==> src/rtl/input_conditioner.sv <==
// input_conditioner: per-channel synchronizer, tick-sampled saturating debouncer
// and registered rise/fall pulses for asynchronous pins (buttons, switches).
// Optional auto-repeat on rise_pulse while a level is held: define COND_AUTOREPEAT_EN.
`timescale 1ns/1ps
module input_conditioner #(
    parameter int WIDTH          = 1,
    parameter int SYNC_STAGES    = 2,
    parameter int SAMPLE_PERIOD  = 25000,
    parameter int STABLE_SAMPLES = 150,
    parameter int REPEAT_DELAY   = 500,
    parameter int REPEAT_PERIOD  = 100
) (
    input  logic             clk,
    input  logic             rst,
    input  logic [WIDTH-1:0] async_in,
    output logic [WIDTH-1:0] level_out,
    output logic [WIDTH-1:0] rise_pulse,
    output logic [WIDTH-1:0] fall_pulse
);
    localparam int TW = $clog2(SAMPLE_PERIOD);
    localparam int CW = $clog2(STABLE_SAMPLES + 1);
    localparam logic [TW-1:0] TICK_LAST = TW'(SAMPLE_PERIOD - 1);
    localparam logic [CW-1:0] CNT_FULL  = CW'(STABLE_SAMPLES);

    logic [WIDTH-1:0] sync_q [SYNC_STAGES];
    logic [WIDTH-1:0] sync;
    logic [TW-1:0]    tick_q, tick_d;
    logic             tick;
    logic [CW-1:0]    cnt_q [WIDTH];
    logic [CW-1:0]    cnt_d [WIDTH];
    logic [WIDTH-1:0] lev_q;
    logic [WIDTH-1:0] rise_q, rise_d;
    logic [WIDTH-1:0] fall_q, fall_d;
    logic [WIDTH-1:0] rep_hit;

    assign sync = sync_q[SYNC_STAGES-1];

    // Synchronizer chain: stage 0 samples the pin, the last stage feeds the debouncer.
    always_ff @(posedge clk) begin
        if (rst) begin
            for (int k = 0; k < SYNC_STAGES; k++) sync_q[k] <= '0;
        end else begin
            sync_q[0] <= async_in;
            for (int k = 1; k < SYNC_STAGES; k++) sync_q[k] <= sync_q[k-1];
        end
    end

    // Shared sample tick: free-running 0..SAMPLE_PERIOD-1, tick on the last count.
    always_comb begin
        tick   = (tick_q == TICK_LAST);
        tick_d = tick ? '0 : tick_q + 1'b1;
    end

    // Debounce: any low sample clears immediately; high samples count on ticks and saturate.
    always_comb begin
        for (int i = 0; i < WIDTH; i++) begin
            cnt_d[i]     = cnt_q[i];
            level_out[i] = (cnt_q[i] == CNT_FULL);
            if (!sync[i]) begin
                cnt_d[i] = '0;
            end else if (tick && (cnt_q[i] != CNT_FULL)) begin
                cnt_d[i] = cnt_q[i] + 1'b1;
            end
        end
    end

    // Tick counter and per-channel debounce counters.
    always_ff @(posedge clk) begin
        if (rst) begin
            tick_q <= '0;
            for (int i = 0; i < WIDTH; i++) cnt_q[i] <= '0;
        end else begin
            tick_q <= tick_d;
            for (int i = 0; i < WIDTH; i++) cnt_q[i] <= cnt_d[i];
        end
    end

`ifdef COND_AUTOREPEAT_EN
    localparam int RW       = $clog2(REPEAT_DELAY + 1);
    localparam int RELOAD_I = (REPEAT_DELAY > REPEAT_PERIOD) ? (REPEAT_DELAY - REPEAT_PERIOD) : 0;
    localparam logic [RW-1:0] REP_FULL   = RW'(REPEAT_DELAY);
    localparam logic [RW-1:0] REP_RELOAD = RW'(RELOAD_I);

    logic [RW-1:0] rep_q [WIDTH];
    logic [RW-1:0] rep_d [WIDTH];

    // Repeat timer: idle while released, counts ticks while held, fires and reloads at the delay.
    always_comb begin
        for (int i = 0; i < WIDTH; i++) begin
            rep_d[i]   = rep_q[i];
            rep_hit[i] = 1'b0;
            if (!level_out[i]) begin
                rep_d[i] = '0;
            end else if (rep_q[i] == REP_FULL) begin
                rep_hit[i] = 1'b1;
                rep_d[i]   = REP_RELOAD;
            end else if (tick) begin
                rep_d[i] = rep_q[i] + 1'b1;
            end
        end
    end

    // Repeat timer registers.
    always_ff @(posedge clk) begin
        if (rst) begin
            for (int i = 0; i < WIDTH; i++) rep_q[i] <= '0;
        end else begin
            for (int i = 0; i < WIDTH; i++) rep_q[i] <= rep_d[i];
        end
    end
`else
    assign rep_hit = '0;
`endif

    // Edge detection against the previous debounced level; repeat hits share the rise stage.
    always_comb begin
        rise_d = (level_out & ~lev_q) | rep_hit;
        fall_d = ~level_out & lev_q;
    end

    // Level history and registered pulse outputs.
    always_ff @(posedge clk) begin
        if (rst) begin
            lev_q  <= '0;
            rise_q <= '0;
            fall_q <= '0;
        end else begin
            lev_q  <= level_out;
            rise_q <= rise_d;
            fall_q <= fall_d;
        end
    end

    assign rise_pulse = rise_q;
    assign fall_pulse = fall_q;

endmodule

==> config.mk <==
export PLATFORM = sky130hd
export DESIGN_NAME = input_conditioner
export DESIGN_NICKNAME = d
export VERILOG_FILES = /design/src/rtl/input_conditioner.sv
export SDC_FILE = /design/constraint.sdc
export NUM_CORES = 1
export LEC_CHECK = 0
export ABC_AREA = 1
export CORE_MARGIN = 4
export CORE_UTILIZATION = 53
export CTS_CLUSTER_SIZE = 12
export DETAILED_ROUTE_END_ITERATION = 10
export GPL_TIMING_DRIVEN = 0
export PLACE_DENSITY = 0.74
export SLEW_MARGIN = 20
export SYNTH_ARGS = -nofsm -noshare
export SYNTH_HDL_FRONTEND = slang
export SYNTH_SLANG_ARGS = --single-unit
==> constraint.sdc <==
create_clock -name clk -period 1.2 [get_ports clk]
set_clock_uncertainty 0.05 [all_clocks]
set_input_delay 0.12 -clock clk [delete_from_list [all_inputs] [get_ports clk]]
set_output_delay 0.12 -clock clk [all_outputs]
set_load 0.01 [all_outputs]
==> flow_summary.yaml <==
clock_tree:
  clk_pin_slew_ns: 0.15
  htree_levels: 1
  clock-sinks: 28
  cts_inserted_buffers: 3
  holdBufCountCts: 0
  clockBufferDepth: 2
  clkLatencyLatePin_ns: 0.33
  cts_tree: "built"
  cts_root_buffer: "clkbuf_4"
worst_setup_path:
  crit_path_end_kind: "flip-flop"
  cp_slowest_stage_delay_ns: 0.36
  cp_num_cells: 10
  path_class: "reg2reg"
  crit_fanout: 5
  cp_top_family: "buffers and inverters"
  reg2reg_depth: 10
  critPathLaunchType: "flip-flop"
  rr_startpoint: "tick_q[0]"
  cp_data_arrival_time_ns: 1.61
  timing.critical_path.from: "tick_q[0]"
  rrSetupSlack_ns: -0.19
  slowest_stage: "dfxtp_2"
  critPathBufInv: 4
  worstPathRequired_ns: 1.42
  worstPathCellList: "ha_4 -> nand2_4 -> inv_6 -> nand3_4 -> inv_2 -> nand2_4 -> nand2_8 -> buf_12 -> buf_12 -> a21oi_2"
logic_synthesis:
  synth.area.top_cells: "dfxtp_1 (37%), nand2_1 (13%), inv_1 (7.9%)"
  synth.ff_latch_count: 28
  syn_inst: 222
  synth.distinct_cells: 23
  synth_edf_count: 0
  synth_warnings: 0
  synth_top_area_share_pct: 36.69
  async_reset_ff_share_pct: 0
  syn_area_per_cell_sq_um: 6.882
  seq_area_frac_synth_pct: 36.69
  yosysTopAreaCell: "dfxtp_1"
  syn_nets: 228
  synth-main-ff-cell: "dfxtp_1"
  netlist_area_sq_um: 1528
cells_and_area:
  nFillCells: 209
  postLayoutCoreUtil_pct: 74.59
  design_area_sq_um: 2057
  fin_cells: 278
  seq_area_sq_um: 583.1
  multi_input_area_sq_um: 1012
  final_common_cell: "nand2_1"
  drive_gt1_share_pct: 39.27
  syn2layout_area_growth_pct: 34.64
  fin_nets: 254
  diodes: 0
  mostFrequentLayoutCells: "nand2_1 (48), inv_1 (26), nor2_1 (26)"
timing:
  slew_headroom_pct: 82.98
  period_needed_ns: 1.393
  post-route-period-util_pct: 116.1
  setup_slack_ns: -0.1930
  slew_violations: 0
  fmax_ghz: 0.7179
  grt_setup_unrepaired: "true"
  worstMarginPinSlew_ns: 0.2533
  hold_viol: 0
  setup_violations: 24
placement:
  dp_hpwl_um: 2104
  dp.cells: 258
  place_area_sq_um: 1648
  io_buffers: 5
  globalplace.congestion: 0.8931
routing:
  antenna_left: 0
  num_vias: 1430
  wl_per_cell_um: 12.71
  post-route-drc-count: 0
  drtIter0Drc: 51
  wl_um: 3533
  dr.pass1.iters: 4
  viasPerCell: 5.144
pwr:
  p_per_area_nw_per_um2: 806.0
  leakage_uw: 0.0008141
  irDropWorstVdd_mv: 0.8942
floorplan:
  num_rows: 19
  start_util_pct: 55.40
  die_w_um: 61.69
  dieArea_sq_um: 3806
  core_area_sq_um: 2758
  pin_count: 6
  die-height_um: 61.69
status:
  violations: "negative setup slack"
  outcome: "finished, violations left"
global_route:
  grt_max_degree: 17
  grt_pass1_vias: 1388
  grt_antenna_before_repair: 0
  grt_overflow: 0
  grt_first_pass_wirelength_um: 6009
  grt.total_usage_pct: 21.22
hold_path:
  hold_depth: 3
  hold_path.startpoint: "async_in"
  hold_class: "in2reg"
run:
  drv_cap: 0
[report_power, final]
part,switching [uW],internal [uW],total [uW],leakage (uW)
Combinational,48.2,53.5,102,0.000552
Sequential,9.36,938,947,0.000234
Clock,271,338,609,0.0000279
Total,329,1330,1660,0.000814
[layer usage]
| layer | part of all wire [%] | wire length, um | track usage (%) |
|---|---|---|---|
| met5 | 0 | 0 | 0 |
| met4 | 1.1 | 40 | 7.879 |
| met3 | 2.1 | 74 | 3.926 |
| met2 | 54 | 1915 | 37.37 |
| met1 | 43 | 1502 | 25.60 |
[cell usage after synthesis (4+ instances only)]
cell     count
xor2_1       4
nor2_2      11
nand2_1     54
nand4_1      5
nor3_1       9
a21oi_2      5
nand3_1     16
a21oi_1      5
inv_1       32
nand2_2      4
dfxtp_1     28
nor2_1      31
[path summary, 6_finish.rpt]
| path | to |
|---|---|
| max reg2reg | tick_q[8] |
| max | tick_q[8] |
| min | sync_q[0][0] |
| min reg2reg | sync_q[0][1] |
[logic make-up after synthesis]
family / share of synthesized area [%]
buf+inv: 10.24
fa+ha+maj: 2.457
flops: 36.69
simple gates: 42.67
xor+xnor: 2.293
compound gates: 5.651
[through the flow]
step	hold WS, ns	setup TNS, ns	setup slack (ns)	total power (uW)
after floorplan	0.1412	-0.4632	-0.04942	1012
final	0.2464	-2.980	-0.1930	1658
after CTS	0.2243	-2.644	-0.1728	1701
after global placement	0.3471	-2.998	-0.3807	1028
after global routing	0.2628	-4.510	-0.2543	1735
after detailed placement	0.3565	-3.190	-0.3660	1029
[worst min-delay path: stages]
cell,delay [ns]
clkdlybuf4s50_1,0.39
inv_1,0.05
nor2_1,0.04
[what timing repair did]
item                                    4_1_cts  5_1_grt
gates resized for setup                      44       25
buffers inserted                             13        3
pin swaps                                     6        9
gates cloned                                  1        0
endpoints found under the setup margin       26       24
[layout make-up]
type | count | area share [%]
Buffer | 1 | 0.9732
Clock inverter | 1 | 1.460
Inverter | 36 | 7.238
Multi-Input combinational cell | 157 | 49.21
Sequential cell | 28 | 28.35
Tap cell | 31 | 1.886
Timing Repair Buffer | 21 | 9.793
Clock buffer | 3 | 1.095
[state kept, by name (all words and copies together) (netlist names)]
signal / count
sync_q: 2
lev_q: 1
fall_pulse: 1
cnt_q: 8
rise_pulse: 1
tick_q: 15
No activity file was read; power rests on OpenSTA's default activity.
==> RTL change 1 (same settings) <==
Change the parameter `SYNC_STAGES` from 2 to 8.
--- a/src/rtl/input_conditioner.sv
+++ b/src/rtl/input_conditioner.sv
@@ -5,5 +5,5 @@
 module input_conditioner #(
     parameter int WIDTH          = 1,
-    parameter int SYNC_STAGES    = 2,
+    parameter int SYNC_STAGES    = 8,
     parameter int SAMPLE_PERIOD  = 25000,
     parameter int STABLE_SAMPLES = 150,
Check against the original RTL: no difference found for any inputs over 10 cycles, from zero or initial values and one cycle with rst high; that may be too few to reach the edited logic, so the function may still have changed.
==> RTL change 1 against the unedited design <==
The flow still finishes with violations (negative setup slack); non-clock buffer count rose by 2; area after synthesis rose by 4.6%; routed wire length is 7.7% higher; sequential power is 21% higher; sequential cell count rose by 6; final area up 8.6%; first-iteration DRC count grew 24%; maximum frequency is 1.0% higher; worst hold slack lost 0.0095 ns; core utilization grew 4.4 points; die area grew 4.0%; worst setup slack gained 0.014 ns; power grew 43%; critical endpoint is now level_out; largest power group unchanged.
==> RTL change 1: results <==
setup_path:
  reg2regPathDepth: 6
  rrSetupSlack_ns: -0.15
  reg2reg_from: "tick_q[0]$_SDFF_PP0_"
  worstPathArrival_ns: 1.21
  path_max_fanout: 2
  r2r_end: "tick_q[5]$_SDFF_PP0_"
clock_tree:
  cts.clk_slew.worst_paths_ns: 0.11
  cts_max_path_buffers: 2
  cts_buffers: 5
  cts_max_level: 2
  insertion_delay_ns: 0.35
timing:
  setup_ws_ns: -0.1791
  whs_ns: 0.2369
  worstMarginPinSlew_ns: 0.5909
  setup_viol: 24
drt:
  wl_per_cell_microns: 12.73
  drt_iter0_drc: 63
  first_pass_iters: 4
  vias: 1510
synthesis:
  synth_nets: 243
  async_reset_ff_share_pct: 0
  syn_area_per_cell_sq_um: 6.742
  synthTopCellsByCount: "51 x nor2_1, 50 x nand2_1, 44 x inv_1"
  synth_area_leaders: "dfxtp_1 43%, nor2_1 12%, nand2_1 12%"
  synthDistinctLibCells: 21
  seq_area_frac_synth_pct: 42.60
placement:
  dp.final_hpwl_microns: 1970
  pre_cts_slack_ns: -0.4002
  dpl_cell_area_sq_um: 1719
  gp_congestion: 0.7765
power_and_ir_drop:
  ir_worst_vdd_mv: 0.9529
  p_leak_nw: 0.9235
global_routing:
  track_usage_pct: 20.09
  antenna_found_initial: 0
  grt_max_degree: 12
  grt_pass1_vias: 1425
  grt_pass1_wl_microns: 6182
min_path:
  whs_endpoint: "sync_q[0][0]$_SDFF_PP0_"
final_layout:
  fillers: 165
  num-nets-final: 273
  layout-drive-gt1-share_pct: 35.82
  reg_top3: "tick_q (15), cnt_q (8), sync_q (8)"
  utilization_pct: 78.99
  fin_cells: 299
outcome:
  status: "complete, but fails checks"
  violations: "negative setup slack"
==> RTL change 1: cell types whose count changed after synthesis, moves of 4 or more <==
| cell | delta |
|---|---|
| a21oi_2 | -5 |
| nand2_1 | -4 |
| dfxtp_1 | +6 |
| nor2_2 | -9 |
| inv_1 | +12 |
| nor2_1 | +20 |
==> RTL change 1: worst max-delay path by stage <==
stage,start,end,cells after the start
2_1_floorplan,tick_q[1]$_SDFF_PP0_,tick_q[13]$_SDFF_PP0_,9
3_3_place_gp,cnt_q[0][0]$_SDFFE_PP0P_,level_out,5
3_5_place_dp,cnt_q[0][0]$_SDFFE_PP0P_,level_out,5
4_1_cts,cnt_q[0][0]$_SDFFE_PP0P_,level_out,5
5_1_grt,cnt_q[0][0]$_SDFFE_PP0P_,level_out,5
6_report,cnt_q[0][0]$_SDFFE_PP0P_,level_out,5
==> RTL change 1: where the power goes <==
part	total [mW]	switching, mW	internal (mW)
combinational	0.108	0.0555	0.0523
sequential	1.15	0.0119	1.14
clock	1.11	0.402	0.706
total	2.37	0.469	1.90
==> RTL change 1: cell type report <==
type,count,area share [%]
buffer,1,0.1680
clock buffer,6,2.296
clock inverter,2,2.688
inverter,45,7.671
multi-input combinational,157,44.34
sequential,34,31.69
tap,31,1.736
timing repair buffer,23,9.407
==> RTL change 1: logic make-up (layout without fill, tap and decap cells) <==
group | after synthesis | count (layout) | synth area share, %
adder cells (fa/ha/maj) | 3 | 3 | 2.350
buffers and inverters | 47 | 77 | 11.51
AO/OA/AOI/OAI | 8 | 8 | 2.506
XOR/XNOR | 6 | 6 | 3.289
flip-flops | 34 | 34 | 42.60
AND/OR/NAND/NOR | 139 | 140 | 37.74
==> RTL change 1: timing repair <==
action                     4_1_cts  5_1_grt
pin swaps                       12       16
cloned                           1        1
setup endpoints to repair       26       24
resized for setup               48       43
setup buffers                   12        7
==> RTL change 1: stage by stage <==
stage	TNS (ns)	total power, mW
floorplan	-0.5770	1.214
global route	-4.295	2.449
CTS	-2.291	2.385
detailed placement	-4.639	1.232
global placement	-4.263	1.230
finish	-2.803	2.365
==> RTL change 1: worst max-delay path: stages, from the launching register on <==
cell and delay, ns:
dfxtp_2 0.35, inv_2 0.08, ha_4 0.14, nand3_4 0.07, nor2_4 0.12, buf_6 0.10
==> RTL change 1: metal layers <==
layer	routed length [microns]	up-vias	track usage [%]
li1	-	778	-
met1	1564	687	22.25
met2	1947	33	35.18
met3	152	12	5.755
met4	142	0	9.091
met5	0	-	0
==> RTL change 2 (config.mk and constraints unchanged) <==
Made on the original files. Put one more register stage on the output `rise_pulse`, without a reset. The value now appears one clock later. The other outputs are not delayed to match.
--- a/src/rtl/input_conditioner.sv
+++ b/src/rtl/input_conditioner.sv
@@ -132,5 +132,7 @@
     end
 
-    assign rise_pulse = rise_q;
+    always_ff @(posedge clk) begin
+        rise_pulse <= rise_q;
+    end
     assign fall_pulse = fall_q;
 
Behaviour: same outputs for any inputs over 10 cycles, from zero or initial values and one cycle with rst high; that may be too few to reach the edited logic, so the function may still have changed.
==> RTL change 2 against the unedited design <==
The run still ends with negative setup slack left; largest power group unchanged; die area rose by 1.1%; final area up 3.6%; area after synthesis up 1.3%; core utilization grew 2.0 points; synthesized cell count is 0.45% higher; routed wire length up 9.5%; sequential cell count is 1 higher; power is 17% higher; worst hold slack lost 0.0084 ns; critical endpoint is now tick_q[11]$_SDFF_PP0_; worst setup slack worse by 0.015 ns; sequential power up 3.7%.
==> RTL change 2: results <==
placement:
  pre_cts_slack_ns: -0.3718
  io_buffers: 5
  gp_congestion: 0.8688
  dpl_cell_area_sq_um: 1668
  dpl.cell_count: 259
  dp.final_hpwl_microns: 2113
synthesis:
  async_reset_ff_share_pct: 0
  synth_cells: 223
  syn_area_sq_um: 1548
  synth_flop_cell: "dfxtp_1"
  seq_area_frac_synth_pct: 37.51
  synth_area_leaders: "dfxtp_1 38%, nand2_1 13%, inv_1 7.8%"
  synthTopCellsByCount: "54 x nand2_1, 32 x inv_1, 31 x nor2_1"
  synth_nets: 229
setup_path:
  slowest_delay_ns: 0.35
  worstPathArrival_ns: 1.63
power_and_ir_drop:
  p_leak_nw: 0.8901
  ir_worst_vdd_mv: 1.176
drt:
  drt_wl_total_microns: 3870
  first_pass_iters: 4
  drt_iter0_drc: 67
  vias: 1507
clock_tree:
  cts_buffers: 5
  root_buffer: "clkbuf_4"
  cts.clk_slew.worst_paths_ns: 0.10
  cts_max_level: 2
final_layout:
  reg_top3: "tick_q (15), cnt_q (8), sync_q (2)"
  fillers: 188
  fin_cells: 287
  layout-drive-gt1-share_pct: 39.45
outcome:
  status: "complete, but fails checks"
  violations: "negative setup slack"
global_routing:
  grt_pass1_vias: 1309
  track_usage_pct: 20.47
  grt_max_degree: 11
  grt_pass1_wl_microns: 5644
timing:
  setup_viol: 25
  slew_headroom_pct: 80.43
  setup_ws_ns: -0.2077
  tns_ns: -3.581
min_path:
  worstHoldPathCells: 3
RTL change 2: cell types whose count changed after synthesis:
| cell | delta |
|---|---|
| dfxtp_1 | +1 |
RTL change 2: what timing repair did:
action	CTS	global route
pin swaps	6	13
gates resized for setup	32	33
setup buffers	13	7
cloned	1	0
endpoints found under the setup margin	26	26
RTL change 2: worst paths after layout:
check	slack (ns)	end	from
worst max-delay path	-0.21	tick_q[11]$_SDFF_PP0_	tick_q[0]$_SDFF_PP0_
worst min-delay path	0.24	sync_q[0][0]$_SDFF_PP0_	async_in
worst max register to register	-0.21	tick_q[11]$_SDFF_PP0_	tick_q[0]$_SDFF_PP0_
worst min register to register	0.28	rise_pulse$_DFF_P_	rise_q$_SDFF_PP0_
RTL change 2: kinds of logic (layout without fill, tap and decap cells):
kind of cell               after synthesis  after routing  synth area share (%)
AOI/OAI and AO/OA                       13             13                 5.578
xor gates and xnor gates                 4              4                 2.263
adders and majority gates                3              3                 2.425
buffers and inverters                   37             70                 10.11
DFF                                     29             29                 37.51
and+or+nand+nor                        137            137                 42.12
RTL change 2: final cells by class:
cell class	count	area, sq um	share of cell area [%]
plain buffers	1	20.02	0.9395
clock buffers	6	51.30	2.408
clock inverters	2	37.54	1.762
inverters	36	146.4	6.870
multi-input cells	157	1003	47.09
flip-flops and latches	29	598.1	28.07
well taps	31	38.79	1.820
repair buffers	25	235.2	11.04
RTL change 2: routing by layer:
metal / routed length [microns] / global-route usage [%] / vias to the layer above
met5: 0 / 0 / -
met4: 105 / 7.879 / 0
met3: 254 / 7.645 / 13
met2: 1810 / 31.36 / 58
met1: 1699 / 26.03 / 678
li1: - / - / 758
RTL change 2: report_power, final:
part           switching [mW]  internal [mW]
Sequential            0.00953          0.972
Clock                   0.356          0.495
Combinational          0.0507         0.0628
Total                   0.417           1.53
